===== src/rtl/instr_fetch_unit.sv =====
// Instruction fetch front end: one-outstanding imem request/grant/response
// handshake feeding a one-entry valid/ready output register, with PC redirect
// on a controller jump and discard of any wrong-path prefetch.
module instr_fetch_unit #(
  parameter int                ADDR_W   = 8,
  parameter int                INSTR_W  = 12,
  parameter logic [ADDR_W-1:0] RESET_PC = '0
) (
  input  logic                 clk_i,
  input  logic                 rst_ni,
  output logic                 imem_req_o,
  output logic [ADDR_W-1:0]    imem_addr_o,
  input  logic                 imem_gnt_i,
  input  logic                 imem_rvalid_i,
  input  logic [INSTR_W-1:0]   imem_rdata_i,
  output logic                 imem_rready_o,
  output logic                 instr_valid_o,
  input  logic                 instr_ready_i,
  output logic [3:0]           opcode_o,
  output logic [INSTR_W-5:0]   operand_o,
  output logic [ADDR_W-1:0]    pc_o,
  input  logic                 en_jmp_i,
  input  logic [ADDR_W-1:0]    jmp_target_i
);

  typedef enum logic [2:0] {
    S_IDLE, S_REQ, S_WAIT, S_FULL_REQ, S_FULL_WAIT, S_FLUSH
  } state_t;

  state_t               state_q, state_d;
  logic [ADDR_W-1:0]    pc_q, pc_d;
  logic [ADDR_W-1:0]    fetch_pc_q, fetch_pc_d;
  logic                 valid_q, valid_d;
  logic [3:0]           opcode_q, opcode_d;
  logic [INSTR_W-5:0]   operand_q, operand_d;
  logic [ADDR_W-1:0]    pco_q, pco_d;

  logic                 handoff;
  logic [ADDR_W-1:0]    pc_inc;

  assign handoff = valid_q & instr_ready_i;
  assign pc_inc  = pc_q + ADDR_W'(1);

  // Handshake outputs decode straight from the state; address is always the PC.
  assign imem_req_o    = (state_q == S_REQ)  || (state_q == S_FULL_REQ);
  assign imem_rready_o = (state_q == S_WAIT) || (state_q == S_FLUSH);
  assign imem_addr_o   = pc_q;
  assign instr_valid_o = valid_q;
  assign opcode_o      = opcode_q;
  assign operand_o     = operand_q;
  assign pc_o          = pco_q;

  // State register and datapath flops; reset abandons any outstanding fetch.
  always_ff @(posedge clk_i) begin
    if (!rst_ni) begin
      state_q    <= S_IDLE;
      pc_q       <= RESET_PC;
      fetch_pc_q <= RESET_PC;
      valid_q    <= 1'b0;
      opcode_q   <= 4'b1111;
      operand_q  <= '0;
      pco_q      <= '0;
    end else begin
      state_q    <= state_d;
      pc_q       <= pc_d;
      fetch_pc_q <= fetch_pc_d;
      valid_q    <= valid_d;
      opcode_q   <= opcode_d;
      operand_q  <= operand_d;
      pco_q      <= pco_d;
    end
  end

  // Next-state logic: fetch sequencing, output-register load, jump redirect.
  always_comb begin
    state_d    = state_q;
    pc_d       = pc_q;
    fetch_pc_d = fetch_pc_q;
    valid_d    = valid_q;
    opcode_d   = opcode_q;
    operand_d  = operand_q;
    pco_d      = pco_q;
    unique case (state_q)
      S_IDLE: state_d = S_REQ;
      S_REQ: begin
        if (imem_gnt_i) begin
          fetch_pc_d = pc_q;
          pc_d       = pc_inc;
          state_d    = S_WAIT;
        end
      end
      S_WAIT: begin
        if (imem_rvalid_i) begin
          opcode_d  = imem_rdata_i[INSTR_W-1 -: 4];
          operand_d = imem_rdata_i[INSTR_W-5:0];
          pco_d     = fetch_pc_q;
          valid_d   = 1'b1;
          state_d   = S_FULL_REQ;
        end
      end
      S_FULL_REQ: begin
        if (handoff) begin
          valid_d = 1'b0;
          if (en_jmp_i) begin
            // A fetch granted in the same cycle is on the wrong path.
            pc_d    = jmp_target_i;
            state_d = imem_gnt_i ? S_FLUSH : S_REQ;
          end else if (imem_gnt_i) begin
            fetch_pc_d = pc_q;
            pc_d       = pc_inc;
            state_d    = S_WAIT;
          end else begin
            state_d = S_REQ;
          end
        end else if (imem_gnt_i) begin
          fetch_pc_d = pc_q;
          pc_d       = pc_inc;
          state_d    = S_FULL_WAIT;
        end
      end
      S_FULL_WAIT: begin
        // rready is low here, so memory keeps holding its response.
        if (handoff) begin
          valid_d = 1'b0;
          if (en_jmp_i) begin
            pc_d    = jmp_target_i;
            state_d = S_FLUSH;
          end else begin
            state_d = S_WAIT;
          end
        end
      end
      S_FLUSH: begin
        if (imem_rvalid_i) state_d = S_REQ;
      end
      default: state_d = S_IDLE;
    endcase
  end

endmodule


===== config.mk =====
export PLATFORM = sky130hd
export DESIGN_NAME = instr_fetch_unit
export DESIGN_NICKNAME = d
export VERILOG_FILES = /design/src/rtl/instr_fetch_unit.sv
export SDC_FILE = /design/constraint.sdc
export NUM_CORES = 1
export LEC_CHECK = 0
export CORE_ASPECT_RATIO = 1.25
export CORE_MARGIN = 3
export CORE_UTILIZATION = 40
export CTS_CLUSTER_DIAMETER = 60
export CTS_CLUSTER_SIZE = 24
export DETAILED_ROUTE_END_ITERATION = 8
export PLACE_DENSITY = 0.72
export SYNTH_ARGS = -nofsm -noshare
export SYNTH_HDL_FRONTEND = slang
export SYNTH_SLANG_ARGS = --single-unit

===== constraint.sdc =====
create_clock -name clk_i -period 1.75 [get_ports clk_i]
set_clock_uncertainty 0.2 [all_clocks]
set_input_delay 0.4375 -clock clk_i [delete_from_list [all_inputs] [get_ports clk_i]]
set_output_delay 0.4375 -clock clk_i [all_outputs]
set_load 0.02 [all_outputs]

==> reports/qor.csv <==
stage;metric;value;unit
outcome;status;complete, but fails checks;
outcome;failing checks;setup timing;
route;Final ANT Viol Nets;0;
route;Vias/cell;5.244;
worst_hold_path;Hold Path Class;reg2reg;
floorplan;starting density of the core;0.4168;
critical_path;CP endpoint kind;flop;
cts;Worst-path clk slew;0.08;ns
sta;Final Cycle Share;1.042;
route;via count;2040;
critical_path;Worst Path Arrival;1.85;ns
global_route;largest net degree at the start of global routing;14;
critical_path;CP Launch Type;flop;
sta;slew at the pin closest to its max-slew limit;0.4841;ns
floorplan;core region area;0.004800;mm^2
cells_and_area;Final Util;0.6661;
sta;achievable clock frequency;548.4;MHz
route;DRT Pass-1 Iters;4;
critical_path;CP Max Fanout;5;
placed_design;post-DP HPWL;3940;um
power;Switching Fraction;0.3245;
cells_and_area;sequential cell area;809.5;um^2
power;Seq pwr share;0.267;
synth;Seq/Total Area, Yosys;0.4003;
synth;syn avg cell area;8.775;um^2
route;Total Wirelength;5767;um
cts;CTS tree;yes;
cts;Worst-Skew Late Latency;0.29;ns
synth;synthesized net count;255;
power;NetSw;1.350;mW
global_route;number of global-route vias before repair;1993;
sta;Final Hold Viols;0;
synth;flops & latches, synth;40;
power;PwrDens;1302;mW/mm^2
critical_path;CP Class;reg2reg;
cts;CTS buffer count;5;
sta;RSZ-0062 raised after global routing;yes;
synth;Post-synth EDFFs;0;
cells_and_area;ant diodes;0;
power;Pleak;1.391;nW
synth;ys async rst share;0;
cells_and_area;Multi-input gate area;0.001151;mm^2
cells_and_area;Layout Cells excl Fill;389;
synth;post-synth design cell area;0.002001;mm^2
cells_and_area;most common cell after layout, fill and taps aside;nand2_1;
synth;Yosys cell types;43;
global_route;total congestion overflow;0;
global_route;antenna violations before repair;0;
power;P_int;2.811;mW
cells_and_area;Final #Nets;355;
cts;CTS Hold Bufs;0;
global_route;GRT Overall Usage;0.1938;
sta;Final Slew Violations;0;
floorplan;Die X;69.26;um
cells_and_area;Fill cells;385;
synth;Synth Instances;228;
cts;root buffer cell;clkbuf_8;
job;max-cap check violation count;0;
placed_design;RePlAce Congestion;0.8714;
placed_design;Placed Cells;371;
cts;Clock Path Buffers;2;
floorplan;Row Count;28;
synth;Yosys warning total;0;
sta;hold_ws;0.2584;ns
floorplan;Ports;57;
cells_and_area;fraction of layout cells with a size suffix above 1;0.2675;
global_route;global-route wire length before repair;9280;um
route;post-DR wirelength/cell;14.83;um
power;Worst VDD drop;0.8166;mV
power;combinational power share;0.483;
sta;final setup fails;4;
floorplan;Die H;85.07;um
sta;post-route setup slack;-0.07361;ns
cells_and_area;commonest non-fill, non-tap cells in the layout;nand2_1 (55), buf_4 (47), dfxtp_1 (37);
route;# DRC;0;
cts;Sink Count;40;
sta;Setup TNS;-0.1345;ns
sta;Final min period;1.824;ns
critical_path;Req. time, crit path;1.78;ns
floorplan;Die ar.;0.005892;mm^2
sta;worst rel slew slack;0.6763;
cells_and_area;Layout area overhead;59.79;%
route;Starting DRT DRC Count;90;
placed_design;PortBufs;56;
cts;H-tree levels;2;
synth;prevailing post-synth register cell;dfxtp_1;
power;Clk pwr share;0.250;
## synth_stat cells, drive strengths merged, types with 4 or more instances
cell type | instances | area [um^2]
nand2 | 56 | 210.2
dfxtp | 40 | 800.8
a21boi | 16 | 120.1
mux2i | 15 | 150.1
buf | 12 | 87.58
nor2b | 12 | 82.58
nand3 | 10 | 50.05
nor2 | 7 | 26.28
a21oi | 6 | 30.03
o21ai | 6 | 30.02
clkbuf | 5 | 18.77
and2 | 4 | 25.02
o221ai | 4 | 41.29
o22ai | 4 | 25.02
## path summary, 6_finish.rpt
| kind | depth (start not counted) | start | end | slack [ns] |
|---|---|---|---|---|
| max | 5 | state_q[2] | state_q[2] | -0.07 |
| min | 2 | operand_o[1] | operand_o[1] | 0.26 |
| max reg2reg | 5 | state_q[2] | state_q[2] | -0.07 |
| min reg2reg | 2 | operand_o[1] | operand_o[1] | 0.26 |
## cell families (layout without fill, tap and decap cells)
kind of cell,count (synthesis),count (layout),synth area share
compound gates,51,51,0.2064
fa+ha+maj,1,1,0.006253
buf+inv,17,118,0.05316
flops,40,40,0.4003
mux,17,17,0.09005
simple gates,102,102,0.2439
## what timing repair did
item                                    4_1_cts  5_1_grt
gates cloned                                  2        0
endpoints found under the setup margin       51       14
gates resized for setup                      52       17
pin swaps                                     2        7
buffers inserted                              4        4
hold endpoints to repair                      0        0
## sequential cells by signal (all words and copies together), names as in the netlist
| register | flops |
|---|---|
| fetch_pc_q | 8 |
| imem_addr_o | 8 |
| instr_valid_o | 1 |
| opcode_o | 4 |
| operand_o | 8 |
| pc_o | 8 |
| state_q | 3 |
## stage by stage
| stage | total power [mW] | instance area [um^2] | setup slack, ns |
|---|---|---|---|
| 2_1_floorplan | 2.112 | 2002 | 0.01727 |
| 3_3_place_gp | 2.773 | 2899 | -0.4948 |
| 3_5_place_dp | 2.798 | 2899 | -0.5408 |
| 4_1_cts | 3.987 | 3107 | 0.001357 |
| 5_1_grt | 4.362 | 3197 | -0.1027 |
| 6_report | 4.162 | 3197 | -0.07361 |
## power groups by stage
stage	registers [mW]	logic (mW)	clock network (mW)
finish	1.11	2.01	1.04
detailed placement	1.11	1.68	0
CTS	1.10	1.83	1.05
global placement	1.11	1.66	0
global route	1.12	2.15	1.09
floorplan	1.17	0.939	0
## metal layers
layer	vias to the layer above	GRT usage	share of wire
met1	972	0.2177	0.42
met5	-	0	0
met4	0	0.07460	0.020
met2	60	0.3585	0.52
li1	996	-	-
met3	12	0.03673	0.040
## worst max-delay path: stages (launching register included)
cell,delay (ns)
dfxtp_4,0.37
bufbuf_16,0.26
or2_1,0.24
o221a_4,0.30
o221ai_2,0.19
o311a_1,0.20
## final cells by class
class | count | share of cell area
sequential | 40 | 0.2532
multi-input combinational | 171 | 0.3601
tap | 60 | 0.02348
clock buffer | 5 | 0.02153
clock inverter | 3 | 0.02818
timing repair buffer | 110 | 0.3135
Power figures use the tool's default switching activity.
==> RTL change (same flow settings) <==
Re-encode `state_t` (6 states) as one-hot, 6 bits wide.
--- a/src/rtl/instr_fetch_unit.sv
+++ b/src/rtl/instr_fetch_unit.sv
@@ -23,8 +23,8 @@
   input  logic [ADDR_W-1:0]    jmp_target_i
 );
 
-  typedef enum logic [2:0] {
-    S_IDLE, S_REQ, S_WAIT, S_FULL_REQ, S_FULL_WAIT, S_FLUSH
+  typedef enum logic [5:0] {
+    S_IDLE = 6'b000001, S_REQ = 6'b000010, S_WAIT = 6'b000100, S_FULL_REQ = 6'b001000, S_FULL_WAIT = 6'b010000, S_FLUSH = 6'b100000
   } state_t;
 
   state_t               state_q, state_d;
Check against the original RTL: no difference found for any inputs over 10 cycles, from zero or initial values and one cycle with rst_ni low; not proved beyond that.
==> RTL change against the original RTL <==
Sequential cell count grew 3. Global-route usage rose by 0.68 points. Wire length grew 12%. Highest routed layer unchanged. Synthesized cell count grew 10%. Critical path type unchanged. Area after synthesis is 2.1% higher. The flow still finishes with violations (negative setup slack). Setup slack got worse by 0.23 ns. Largest cell class unchanged. Design area is 10% higher.
Power is not compared: it rests on default switching activity, and its combinational part moved more than twofold at a synthesized area within 25%.
==> RTL change: results (changes against the original RTL) <==
outcome=complete, but fails checks (unchanged); failing checks=negative setup slack (unchanged); max_slew headroom=0.718 (was 0.676); GRT met3 Usage=0.0445 (was 0.0367); first-pass GRT wire length=9.64 mm (was 9.28 mm); Critical Path AT=2.04 ns (was 1.85 ns); Fillers=363 (was 385); portion of netlist area occupied by mux cells=0.0490 (was 0.0901); routed wire length per instance=15.3 microns (was 14.8 microns); initial antenna violation count=0 (unchanged); global-route usage over all layers=0.201 (was 0.194); sequential share of the synthesized area=0.422 (was 0.400); postcts setup bufs=6 (was 4); multi-input gates=189 (was 171); met1 Use GR=0.230 (was 0.218); final setup vio count=23 (was 4); Final GP Congestion=0.888 (was 0.871); GR Util met2=0.366 (was 0.359); adder-cell share of the synthesized area=0.00613 (was 0.00625); clock-cell share of area=0.0320 (was 0.0497); DR vias/cell=5.33 (was 5.24); CTS resizes=93 (was 52); CP top delay family=simple AND/OR/NAND/NOR gates (was compound AO/OA/AOI/OAI gates); Seq cells=43 (was 40); CP peak stage delay=0.54 ns (was 0.37 ns); placed cells=402 (was 371); vias in the first global route=2077 (was 1993); Clock Root Buffer=clkbuf_8 (unchanged); multi-input gate share of total cell area=0.376 (was 0.360); setup ws final=-0.304 ns (was -0.0736 ns); top post-synthesis cells by area=dfxtp_1 (42%), nand2_1 (10%), a21oi_1 (5.6%) (was dfxtp_1 (40%), nand2_1 (11%), mux2i_1 (7.5%)); Compound-Gate Fraction of Synth Area=0.179 (was 0.206); met3 WL post-DR=308 microns (was 228 microns); wire length on met1=2.55 mm (was 2.41 mm); setup TNS=-4.30 ns (was -0.134 ns); final total power=roughly 2.7 mW; Min-Delay Path Class=flop to flop (unchanged); Non-Clock Buffer Count=118 (was 110); 1st-iter DRT viols=169 (was 90); Gate Count Post-Synth=251 (was 228); synthesized net count=278 (was 255); Nets=388 (was 355); layout cells sized above 1=0.340 (was 0.267); via count=2249 (was 2040); Top FF cell, synth=dfxtp_1 (unchanged); Detail Placement HPWL=4.15 mm (was 3.94 mm); FF+latch area=881 sq um (was 810 sq um); routed wl met2=3.47 mm (was 3.01 mm); slowest stage cell on the critical path=or4b_4 (was dfxtp_4); Logic inverters=4 (was 0); Commonest cells post-synth=nand2_1 (56), dfxtp_1 (43), a21oi_1 (23) (was nand2_1 (56), dfxtp_1 (40), a21boi_0 (16))
[RTL change: changes by cell type after synthesis, sizes merged, moves of 5 or more]
cell / change
buf: -6
mux2i: -5
a211oi: +5
a21boi: -16
nor2: +12
nor2b: -10
a21oi: +18
[RTL change: per-stage QoR]
stage | setup WS (ns) | area, sq um
global placement | -0.472 | 3020
global route | -0.357 | 3520
CTS | -0.266 | 3310
detailed placement | -0.549 | 3020
floorplan | -0.232 | 2070
finish | -0.304 | 3520
[RTL change: worst reg2reg max path, delay by kind of cell (launching register included)]
kind / cells / cell delay (ns)
AO/OA/AOI/OAI: 2 / 0.30
AND/OR/NAND/NOR: 3 / 0.96
buffers and inverters: 1 / 0.13
flip-flops: 1 / 0.36
[RTL change: path summary, 6_finish.rpt]
check	end	slack [ns]	cells past startpoint	start
setup / recovery	state_q[1]	-0.30	6	state_q[2]
hold / removal	operand_o[3]	0.25	2	operand_o[3]
setup reg to reg	state_q[1]	-0.30	6	state_q[2]
hold reg to reg	operand_o[3]	0.25	2	operand_o[3]
